--- src/rtl/icache_pkg.sv ---
// Shared types and width helpers for the direct-mapped refill icache.
package icache_pkg;

  typedef enum logic [2:0] {
    IDLE,
    LOOKUP,
    MISS_REQ,
    MISS_WAIT,
    RESP
  } state_e;

  localparam int DEF_ADDR_W     = 32;
  localparam int DEF_DATA_W     = 32;
  localparam int DEF_LINE_WORDS = 4;
  localparam int DEF_NUM_LINES  = 8;
  localparam int DEF_CNT_W      = 32;

  function automatic int off_w(input int line_words);
    return $clog2(line_words);
  endfunction

  function automatic int idx_w(input int num_lines);
    return $clog2(num_lines);
  endfunction

  function automatic int tag_w(
    input int addr_w,
    input int line_words,
    input int num_lines
  );
    return addr_w - 2 - $clog2(line_words) - $clog2(num_lines);
  endfunction

endpackage

--- src/rtl/icache_tag_store.sv ---
// Valid/tag/data arrays: one write port, one async read port, flush-all.
module icache_tag_store #(
  parameter int NUM_LINES = 8,
  parameter int IDX_W     = 3,
  parameter int TAG_W     = 25,
  parameter int LINE_W    = 128
) (
  input  logic              clk,
  input  logic              rst_n,
  input  logic              flush_i,
  input  logic              we_i,
  input  logic [IDX_W-1:0]  wr_idx_i,
  input  logic [TAG_W-1:0]  wr_tag_i,
  input  logic [LINE_W-1:0] wr_data_i,
  input  logic [IDX_W-1:0]  rd_idx_i,
  output logic              rd_valid_o,
  output logic [TAG_W-1:0]  rd_tag_o,
  output logic [LINE_W-1:0] rd_data_o
);

  logic [NUM_LINES-1:0] valid_q;
  logic [TAG_W-1:0]     tag_q  [NUM_LINES];
  logic [LINE_W-1:0]    data_q [NUM_LINES];

  // A write in the same cycle as a flush leaves that one line valid.
  always_ff @(posedge clk or negedge rst_n) begin
    if (!rst_n) begin
      valid_q <= '0;
    end else begin
      if (flush_i) valid_q <= '0;
      if (we_i) valid_q[wr_idx_i] <= 1'b1;
    end
  end

  always_ff @(posedge clk) begin
    if (we_i) begin
      tag_q[wr_idx_i]  <= wr_tag_i;
      data_q[wr_idx_i] <= wr_data_i;
    end
  end

  assign rd_valid_o = valid_q[rd_idx_i];
  assign rd_tag_o   = tag_q[rd_idx_i];
  assign rd_data_o  = data_q[rd_idx_i];

endmodule

--- src/rtl/icache_dm_refill.sv ---
// Direct-mapped read-only icache with handshaked refill, flush and stats.
module icache_dm_refill
  import icache_pkg::*;
#(
  parameter int ADDR_W     = DEF_ADDR_W,
  parameter int DATA_W     = DEF_DATA_W,
  parameter int LINE_WORDS = DEF_LINE_WORDS,
  parameter int NUM_LINES  = DEF_NUM_LINES,
  parameter int CNT_W      = DEF_CNT_W
) (
  input  logic                         clk,
  input  logic                         rst_n,
  input  logic                         cpu_req_valid,
  output logic                         cpu_req_ready,
  input  logic [ADDR_W-1:0]            cpu_addr,
  output logic                         cpu_rvalid,
  output logic [DATA_W-1:0]            cpu_rdata,
  output logic                         mem_req_valid,
  input  logic                         mem_req_ready,
  output logic [ADDR_W-1:0]            mem_req_addr,
  input  logic                         mem_resp_valid,
  input  logic [LINE_WORDS*DATA_W-1:0] mem_resp_data,
  input  logic                         flush,
  output logic                         busy,
  output logic [CNT_W-1:0]             hit_cnt,
  output logic [CNT_W-1:0]             miss_cnt
);

  localparam int OFF_W  = off_w(LINE_WORDS);
  localparam int IDX_W  = idx_w(NUM_LINES);
  localparam int TAG_W  = tag_w(ADDR_W, LINE_WORDS, NUM_LINES);
  localparam int LINE_W = LINE_WORDS * DATA_W;

  state_e            state_q;
  logic [TAG_W-1:0]  tag_q;
  logic [IDX_W-1:0]  idx_q;
  logic [OFF_W-1:0]  off_q;
  logic              rvalid_q;
  logic [DATA_W-1:0] rdata_q;
  logic              mreq_q;
  logic [ADDR_W-1:0] maddr_q;
  logic              pend_q;
  logic [CNT_W-1:0]  hit_q;
  logic [CNT_W-1:0]  miss_q;

  logic              st_valid;
  logic [TAG_W-1:0]  st_tag;
  logic [LINE_W-1:0] st_line;
  logic              hit;
  logic              accept;
  logic              to_idle;
  logic              we;
  logic              clr;
  logic [DATA_W-1:0] word;

  assign cpu_req_ready = (state_q == IDLE) && !flush && !pend_q;
  assign accept  = cpu_req_valid && cpu_req_ready;
  assign hit     = st_valid && (st_tag == tag_q);
  assign to_idle = ((state_q == LOOKUP) && hit) || (state_q == RESP);
  assign we      = (state_q == MISS_WAIT) && mem_resp_valid;

  // Deferred flushes land on the edge back into IDLE and again while
  // the pending flag drains, so no stale line survives either way.
  assign clr = ((state_q == IDLE) || to_idle) && (flush || pend_q);

  icache_tag_store #(
    .NUM_LINES (NUM_LINES),
    .IDX_W     (IDX_W),
    .TAG_W     (TAG_W),
    .LINE_W    (LINE_W)
  ) u_store (
    .clk        (clk),
    .rst_n      (rst_n),
    .flush_i    (clr),
    .we_i       (we),
    .wr_idx_i   (idx_q),
    .wr_tag_i   (tag_q),
    .wr_data_i  (mem_resp_data),
    .rd_idx_i   (idx_q),
    .rd_valid_o (st_valid),
    .rd_tag_o   (st_tag),
    .rd_data_o  (st_line)
  );

  always_comb begin
    word = '0;
    for (int w = 0; w < LINE_WORDS; w++) begin
      if (off_q == w[OFF_W-1:0]) word = st_line[w*DATA_W +: DATA_W];
    end
  end

  always_ff @(posedge clk or negedge rst_n) begin
    if (!rst_n) begin
      state_q  <= IDLE;
      tag_q    <= '0;
      idx_q    <= '0;
      off_q    <= '0;
      rvalid_q <= 1'b0;
      rdata_q  <= '0;
      mreq_q   <= 1'b0;
      maddr_q  <= '0;
      pend_q   <= 1'b0;
      hit_q    <= '0;
      miss_q   <= '0;
    end else begin
      rvalid_q <= 1'b0;
      if (state_q == IDLE) pend_q <= 1'b0;
      else                 pend_q <= pend_q | flush;
      unique case (state_q)
        IDLE: begin
          if (accept) begin
            tag_q   <= cpu_addr[ADDR_W-1 -: TAG_W];
            idx_q   <= cpu_addr[2+OFF_W +: IDX_W];
            off_q   <= cpu_addr[2 +: OFF_W];
            state_q <= LOOKUP;
          end
        end
        LOOKUP: begin
          if (hit) begin
            rvalid_q <= 1'b1;
            rdata_q  <= word;
            if (~&hit_q) hit_q <= hit_q + CNT_W'(1);
            state_q  <= IDLE;
          end else begin
            if (~&miss_q) miss_q <= miss_q + CNT_W'(1);
            mreq_q   <= 1'b1;
            maddr_q  <= {tag_q, idx_q, {(OFF_W+2){1'b0}}};
            state_q  <= MISS_REQ;
          end
        end
        MISS_REQ: begin
          if (mem_req_ready) begin
            mreq_q  <= 1'b0;
            state_q <= MISS_WAIT;
          end
        end
        MISS_WAIT: begin
          if (mem_resp_valid) state_q <= RESP;
        end
        RESP: begin
          rvalid_q <= 1'b1;
          rdata_q  <= word;
          state_q  <= IDLE;
        end
        default: state_q <= IDLE;
      endcase
    end
  end

  assign cpu_rvalid    = rvalid_q;
  assign cpu_rdata     = rdata_q;
  assign mem_req_valid = mreq_q;
  assign mem_req_addr  = maddr_q;
  assign busy          = (state_q != IDLE) || pend_q;
  assign hit_cnt       = hit_q;
  assign miss_cnt      = miss_q;

endmodule

--- config.mk ---
export PLATFORM = sky130hd
export DESIGN_NAME = icache_dm_refill
export DESIGN_NICKNAME = d
export VERILOG_FILES = /design/src/rtl/icache_pkg.sv /design/src/rtl/icache_tag_store.sv /design/src/rtl/icache_dm_refill.sv
export SDC_FILE = /design/constraint.sdc
export NUM_CORES = 1
export LEC_CHECK = 0
export CELL_PAD_IN_SITES_DETAIL_PLACEMENT = 1
export CELL_PAD_IN_SITES_GLOBAL_PLACEMENT = 2
export CORE_MARGIN = 5
export CORE_UTILIZATION = 44
export DETAILED_ROUTE_END_ITERATION = 8
export GPL_TIMING_DRIVEN = 0
export PLACE_DENSITY_LB_ADDON = 0.1
export SLEW_MARGIN = 20
export SYNTH_ARGS = -nofsm -noshare
export SYNTH_HDL_FRONTEND = slang
export SYNTH_SLANG_ARGS = --single-unit
--- constraint.sdc ---
create_clock -name clk -period 16.35 [get_ports clk]
set_clock_uncertainty 0.05 [all_clocks]
set_input_delay 4.0875 -clock clk [delete_from_list [all_inputs] [get_ports clk]]
set_output_delay 4.0875 -clock clk [all_outputs]
set_load 0.01 [all_outputs]
; Yosys cells after proc, flatten, opt, wreduce, memory -nomap -nowiden
; Memory sizes are Yosys's and may differ from the RTL's.
; Cells that the tools add are included.
[classes]
bitwise = 5
add_sub_neg = 2
order_cmp = 2
reduce_logical = 28
n_eq_ne = 13
muxes = 25
[ops]
columns = operator, count
row1 = $mux 32, 5
row2 = $add 32x1->32 const B, 2
row3 = $pmux 32 s2, 1
row4 = $reduce_and 32->1, 2
row5 = $eq 25x25->1, 1
row6 = $mux 8, 2
row7 = $pmux 3 s4, 1
row8 = $reduce_and 3->1, 4
row9 = $ne 2x2->1 const B, 5
row10 = $mux 3, 3
row11 = $logic_and 1x1->1, 8
row12 = $mux 1, 8
row13 = $or 8x8->8, 1
row14 = $eq 3x2->1 const B, 2
row15 = $reduce_and 2->1, 3
row16 = $eq 2x2->1 const B, 2
row17 = $logic_or 1x1->1, 4
row18 = $lt 3x4->1 const B, 1
row19 = $pmux 1 s2, 2
row20 = $reduce_bool 2->1, 2
row21 = $bmux 1 s3, 1
row22 = $demux 1 s3, 1
row23 = $eq 3x1->1 const B, 1
row24 = $eq 3x3->1 const B, 1
row25 = other kinds (9), 12
[totals]
mem_bits_rw = 1224
reg_bits = 168
n_memories = 2
elab_cells = 89
inputBits = 166
[memory_table]
columns = name, depth, word_bits, rd, rd_ports_with_merged_regs, wr, line
row1 = u_store.data_q, 8, 128, 1, 0, 1, icache_tag_store.sv:23  ; logic [LINE_W-1:0] data_q [NUM_LINES];
row2 = u_store.tag_q, 8, 25, 1, 0, 1, icache_tag_store.sv:22  ; logic [TAG_W-1:0] tag_q [NUM_LINES];

; Longest topological paths before layout
; Gate-level depths: netlist of run 1.
[logic_depth]
word_depth = 10
mapped_depth = 17
mapped_depth_nobuf = 9

; Cells and area by module
; From an unflattened synthesis of run 1, not the netlist that was laid out.
[unflattened]
hier_cells = 2627
hier_area_um2 = 54908.9
[by_module_without_submodules]
columns = module, cells_each, area_each_um2, instances
row1 = icache_tag_store, 1810, 46263.1, 1
row2 = icache_dm_refill, 817, 8645.8, 1

; Worst setup path before layout of run 1
; OpenSTA, ideal clock, no wires.
[synth_path]
path_type = input port to flip-flop
from = input port mem_resp_valid
to = memory u_store.data_q[1][0], enable pin
setup_ns = 0.855
slack_ns = 0.434
t_arrival_ns = 15.011
cell_stages = 3
required_ns = 15.445
cell_sequence = nand2_1 > or3_1 > nor3_1
[synth_between]
elab_chain_len = 3
[synth_rtl]
columns = element, line
row1 = from (decl), icache_dm_refill.sv:21  ; input logic mem_resp_valid,
row2 = $logic_and 1x1->1, icache_dm_refill.sv:60  ; assign we = (state_q == MISS_WAIT) && mem_resp_valid;
row3 = $mux 1, icache_tag_store.sv:36  ; if (we_i) begin
row4 = $mux 1 (implied by the code), icache_tag_store.sv:38  ; data_q[wr_idx_i] <= wr_data_i;
row5 = to (decl), icache_tag_store.sv:23
; Every way passes these cells.

; Worst setup path after layout of run 1
[layout_path]
from = input port flush
to = output port cpu_req_ready
[layout_between]
elab_chain_len = 3
[layout_rtl]
columns = element, line
row1 = from (decl), icache_dm_refill.sv:23  ; input logic flush,
row2 = $logic_not 1->1, icache_dm_refill.sv:56  ; assign cpu_req_ready = (state_q == IDLE) && !flush && !pend_q;
row3 = $logic_and 1x1->1 (2 in series), icache_dm_refill.sv:56
row4 = to (decl), icache_dm_refill.sv:14  ; output logic cpu_req_ready,
; Every way passes these cells.

==> metrics.txt, run 1 <==
run status finished, final reports clean; routed len/inst 37.0 µm; Worst EP arrival 5.53 ns; Mean Syn Cell Area 16.8 µm²; Die H 363 µm; drt total wl 207 mm; CTS buffer count 149; crit path max fanout 2; GRT overflow 0; final-report hold violation count 0; FMAX 0.103 GHz; Critical Path Source Type primary input; first-pass GRT wire length 285 mm; vias per cell 6.37; CP Launch Point flush; Clock Tree Buf Depth 3; starting density of the core 0.443; ANT nets after route 0; setup repair after global routing missed its margin no; IO Count 298; sw power 4.65 mW; Comb power frac 0.362; Yosys top cell area share 0.671; share of cells above drive strength 1 0.182; Min Clock Period, post-route 9.67 ns; Synth Instances 3,252; sequential area share after synthesis 0.748; fin nets 3,996; DIE AREA 0.132 mm²; Worst EP required 12.21 ns; Placer Congestion 0.856; critical hold path startpoint u_store.valid_q[6]; post-layout power 12.0 mW; commonest cells after routing, fill and taps aside edfxtp_1, clkdlybuf4s50_1, dfrtp_1; Layout Utilization 0.534; Placeable Area 0.124 mm²; Internal Power 7.36 mW; Die W 363 µm; leading cell type in the layout, fill and taps excluded edfxtp_1; HP Class reg2reg; synth warn 0; fraction of registers with async set/reset 0.121; clock power share 0.271; ys flop type edfxtp_1; Pwr per Cell Area 182 mW/mm²; Total GRT Usage 0.309; initial antenna violation count 31; Setup CP Type in2out; Distinct cells, synth 86; worst-margin pin slew 1.27 ns; hold buffer count at CTS 0; clock-pin slew on the worst setup and hold paths 0.06 ns; clk sinks 1,392; largest net degree at the start of global routing 76; Area contributors post-synth edfxtp_1, dfrtp_1, mux2_2; initial DRC count 4,710; H-tree depth 4; CTS Root Cell clkbuf_16; Max-cap violations 0; DRC Markers 0; Post-synth EDFFs 1,224; Clock Latency Late Sink 0.79 ns; drt first pass iters 6; area leader, netlist edfxtp_1; CTS tree yes; number of gates resized after CTS 0; Syn-to-layout area delta 20.5%; Critical Path Sink Type output pin; worst IR drop on VDD 0.118 mV; synthesized area 0.0548 mm²; FP Rows 129; Slew Viols, Final 0; post-CTS setup buffer count 0; via count 35,700; Leakage Power 22.6 nW; Final period util 0.591; # port buffers 291; final setup fails 0; Sequential Power Share 0.367; worst-case headroom to the max-slew limit 0.156; Switching Fraction 0.387; Detailed Place HPWL 140 mm; number of global-route vias before repair 36,100; RR Startpoint idx_q[0]; Synth Register Bits 1,392
-- Yosys cell counts (all sizes together), types with 4 or more instances --
master   count
inv         16
o2bb2ai     15
edfxtp    1224
o221ai      11
a2111oi      5
o21ai      132
nor2       104
a222oi       7
a311o       22
a21o        10
nand4       28
mux4        57
a221oi     101
a21oi      131
nand3       53
nand2b       6
nand4b       4
clkbuf     113
a211oi      14
and3        56
or3          4
nand2      134
dfrtp      168
a31oi       11
xnor2       61
nor3        28
mux2       158
and2        14
xor2        16
o211ai      12
mux2i      145
o22ai       16
and4         7
nor4         7
a22o        26
buf         98
nor2b        9
nor3b        5
o21a         6
o22a         4
a221o       29
a22oi      137
-- logic make-up (layout without fill, tap and decap cells) --
logic type / Yosys count / count (layout) / synth area share
flip-flops: 1392 / 1392 / 0.748
buffers and inverters: 228 / 919 / 0.0193
multiplexers: 360 / 360 / 0.0824
XOR/XNOR: 77 / 77 / 0.0123
other: 1 / 20 / 0.0000685
AND/OR/NAND/NOR: 470 / 470 / 0.0435
adder cells (fa/ha/maj): 2 / 2 / 0.000457
AO/OA/AOI/OAI: 722 / 722 / 0.0939
-- sequential cells by signal, indices dropped and copies added (netlist names) --
| signal | flops |
|---|---|
| u_store.data_q | 1024 |
| u_store.tag_q | 200 |
| cpu_rdata | 32 |
| hit_cnt | 32 |
| miss_cnt | 32 |
| mem_req_addr | 28 |
| tag_q | 25 |
| u_store.valid_q | 8 |
| idx_q | 3 |
| state_q | 3 |
| off_q | 2 |
| cpu_rvalid | 1 |
| mem_req_valid | 1 |
| pend_q | 1 |
-- per-layer routing --
layer | up-vias | share of wire | track usage | wire length (µm)
met2 | 2108 | 0.46 | 0.485 | 95800
met1 | 18900 | 0.39 | 0.421 | 81300
met3 | 410 | 0.099 | 0.0684 | 20500
li1 | 14300 | - | - | -
met4 | 14 | 0.046 | 0.130 | 9540
met5 | - | 0.00049 | 0 | 101
-- area by class of cell --
cell class              instances  area (µm²)
diodes                         16        40.0
fillers                     11500       57700
clock buffers                 199        4080
flip-flops and latches       1392       41000
plain buffers                 211        1050
well taps                    1637        2050
multi-input cells            1635       12800
inverters                      17        63.8
clock inverters                70         523
repair buffers                422        4380
-- through the flow --
stage / setup TNS [ns] / hold WS [ns] / instance area [µm²] / cells / worst slack [ns]
floorplan: 0 / 0.394 / 54800 / 3255 / 0.434
global placement: -8031.83 / 0.405 / 59700 / 5183 / -13.16
detailed placement: 0 / 0.413 / 61300 / 5314 / 6.70
CTS: 0 / 0.426 / 65900 / 5583 / 6.69
global route: 0 / 0.452 / 65900 / 5584 / 6.63
finish: 0 / 0.427 / 66000 / 5599 / 6.68
-- worst paths after layout --
kind | slack (ns) | cells past startpoint | to
max in group asynchronous | 12.35 | 2 | mem_req_addr[17]
hold / removal | 0.43 | 1 | u_store.valid_q[6]
min in group asynchronous | 3.15 | 1 | hit_cnt[20]
setup reg to reg | 10.03 | 15 | cpu_rdata[28]
hold reg to reg | 0.43 | 1 | u_store.valid_q[6]
setup / recovery | 6.68 | 4 | cpu_req_ready
-- critical path, stage by stage --
cell,delay (ns)
clkdlybuf4s50_1,0.44
nor2_1,0.18
and3_1,0.26
clkdlybuf4s50_1,0.57
-- power by group through the flow --
| stage | Combinational, mW | Clock [mW] | Sequential, mW |
|---|---|---|---|
| 2_1_floorplan | 1.98 | 0 | 4.47 |
| 3_3_place_gp | 4.12 | 0 | 4.53 |
| 3_5_place_dp | 4.26 | 0 | 4.48 |
| 4_1_cts | 4.29 | 3.28 | 4.41 |
| 5_1_grt | 4.45 | 3.44 | 4.44 |
| 6_report | 4.35 | 3.25 | 4.41 |
No activity file was read; power rests on OpenSTA's default activity.
==> inputs of run 2 (changes only) <==
CORE_UTILIZATION = 41   (was 44)
clock period = 8.69 ns   (was 16.35 ns; I/O delays follow)
==> run 2 against run 1 <==
  * Die area increased by 7.1%
  * Register-to-register slack lost 7.8 ns
  * Critical endpoint is now cpu_rdata[27]
  * Highest routed layer unchanged
  * Sequential share of layout area down 0.60 points
  * First-iteration DRC count fell by 1.5%
  * Largest cell class unchanged
  * Critical path type is now reg2reg
  * Final cell count grew 1.8%
  * Non-clock buffer count is 32 lower
  * Via count decreased by 1.6%
  * Wire length is 1.8% higher
  * Setup slack got worse by 4.5 ns
  * Utilization shrank 3.3 points
==> metrics.txt, run 2 (same netlist as run 1, synthesis figures left out) <==
run status finished, final reports clean; Top Metal Used met5; largest net degree at the start of global routing 88 (+16%); setup repair after global routing missed its margin no; final std cells w/o fill 5,697 (+1.8%); reg-to-reg endpoint cpu_rdata[27]; vias per cell 6.16 (-3.3%); worst IR drop on VDD 0.189 mV (+61%); Pwr per Cell Area 345 mW/mm² (+89%); Syn-to-layout area delta 21.7%; leading cell type in the layout, fill and taps excluded edfxtp_1; Leakage Power 22.6 nW (+0.30%); CTS tree yes; worst-margin pin slew 1.32 ns (+0.0585 ns); Final period util 0.749; Total GRT Usage 0.293 (-0.0164); CTS buffer count 151 (+1.3%); Die H 375 µm (+3.5%); starting density of the core 0.411 (-0.0316); post-layout power 23.0 mW (+91%); number of global-route vias before repair 35,900 (-0.76%); RR Startpoint idx_q[1]; ANT nets after route 0 (unchanged); fin nets 3,966 (-0.75%); drt total wl 211 mm (+1.8%); area of the multi-input gates 0.0129 mm² (+0.23%); Worst EP required 9.32 ns (-2.89 ns); crit path max fanout 10 (+8); Placeable Area 0.133 mm² (+7.7%); DP Cell Count 5,413 (+1.9%); Reg area 0.0410 mm² (unchanged); DRC Markers 0 (unchanged); share of cells above drive strength 1 0.176 (-0.00580); CTS Root Cell clkbuf_16; H-tree depth 4 (unchanged); met3 WL 19.6 mm (-4.3%); initial antenna violation count 34 (+9.7%); Worst R2R Setup Slack 2.18 ns (-7.85 ns); Metal-1 WL 84.6 mm (+4.1%); Worst EP arrival 7.14 ns (+1.61 ns); final-report hold violation count 0 (unchanged); worst-case headroom to the max-slew limit 0.117 (-0.0390); FMAX 0.154 GHz; Critical Path Sink Type flop; CP Launch Point idx_q[1]; met2 wire len 98.0 mm (+2.3%); Placer Congestion 0.836 (-2.4%); via count 35,100 (-1.6%); number of gates resized after CTS 0 (unchanged); clock-pin slew on the worst setup and hold paths 0.06 ns (about the same); largest registers u_store.data_q: 1024 flops, u_store.tag_q: 200 flops; Biggest register u_store.data_q; initial DRC count 4,637 (-1.5%); commonest cells after routing, fill and taps aside edfxtp_1, clkdlybuf4s50_1, dfrtp_1; CP Capture Point cpu_rdata[27]; Detailed Place HPWL 142 mm (+1.6%); first-pass GRT wire length 289 mm (+1.3%); # port buffers 291 (unchanged); Setup CP Type reg2reg; max reg flops 1,024 (unchanged); post-CTS setup buffer count 0 (unchanged); fillcell total 12,600 (+9.6%); Min Clock Period, post-route 6.51 ns; clk sinks 1,392 (unchanged); hold buffer count at CTS 0 (unchanged); Critical Path Source Type flop; HP Class reg2reg; Slew Viols, Final 0 (unchanged); Max-cap violations 0 (unchanged); IO Count 298 (unchanged); Die W 375 µm (+3.5%); final setup fails 0 (unchanged); drt first pass iters 6 (unchanged); FP Rows 134 (+3.9%); DIE AREA 0.141 mm² (+7.1%); routed len/inst 37.0 µm (about the same); GRT overflow 0 (unchanged); Clock Latency Late Sink 0.79 ns (about the same); critical hold path startpoint u_store.valid_q[7]; r2r worst-path depth 14 (-1); Clock Tree Buf Depth 3 (unchanged)
==> run 2: worst min path at each step <==
stage                    endpoint  slack, ns  cells after the start
2_1_floorplan  u_store.valid_q[2]       0.39                      1
3_5_place_dp   u_store.valid_q[2]       0.41                      1
3_3_place_gp   u_store.valid_q[4]       0.41                      1
4_1_cts        u_store.valid_q[7]       0.43                      1
6_report       u_store.valid_q[7]       0.43                      1
5_1_grt        u_store.valid_q[6]       0.44                      1
==> run 2: power by group <==
| part | leakage [nW] | switching, mW | internal [mW] | total (mW) |
|---|---|---|---|---|
| registers | 13.1 | 0.402 | 7.89 | 8.29 |
| clock network | 2.35 | 2.68 | 3.68 | 6.36 |
| logic | 7.15 | 5.77 | 2.54 | 8.32 |
==> run 2: per-stage QoR <==
step | TNS (ns) | hold slack [ns] | instance area [µm²] | utilization | setup slack, ns
after CTS | 0 | 0.430 | 66600 | 0.500 | 2.24
after detailed placement | 0 | 0.413 | 61800 | 0.464 | 2.25
after floorplan | -319.50 | 0.394 | 54800 | - | -0.522
final | 0 | 0.426 | 66600 | 0.500 | 2.18
after global routing | 0 | 0.437 | 66600 | 0.500 | 2.17
after global placement | -8374.39 | 0.406 | 59900 | 0.450 | -8.83
==> run 2: layout make-up <==
type | count | share of cell area
Clock inverter | 73 | 0.00967
Inverter | 17 | 0.000958
Sequential cell | 1392 | 0.615
Timing Repair Buffer | 390 | 0.0693
Tap cell | 1768 | 0.0332
Clock buffer | 199 | 0.0628
Antenna cell | 12 | 0.000451
Buffer | 211 | 0.0158
Multi-Input combinational cell | 1635 | 0.193
==> run 2: critical path, cell delays in order (launching register included) <==
cell and delay [ns]:
dfrtp_1 0.36, buf_6 0.15, buf_6 0.18, buf_2 0.41
buf_2 0.49, buf_2 0.59, buf_2 0.71, buf_2 0.64
buf_2 0.71, o21ai_0 0.19, o21ai_0 0.91, o21ai_0 0.34
a22oi_1 0.23, o21ai_0 0.10, a311o_1 0.28
==> run 2: metal layers <==
metal	vias up	GRT usage
li1	14200	-
met1	18700	0.398
met2	1828	0.462
met3	359	0.0668
met4	14	0.114
met5	-	0
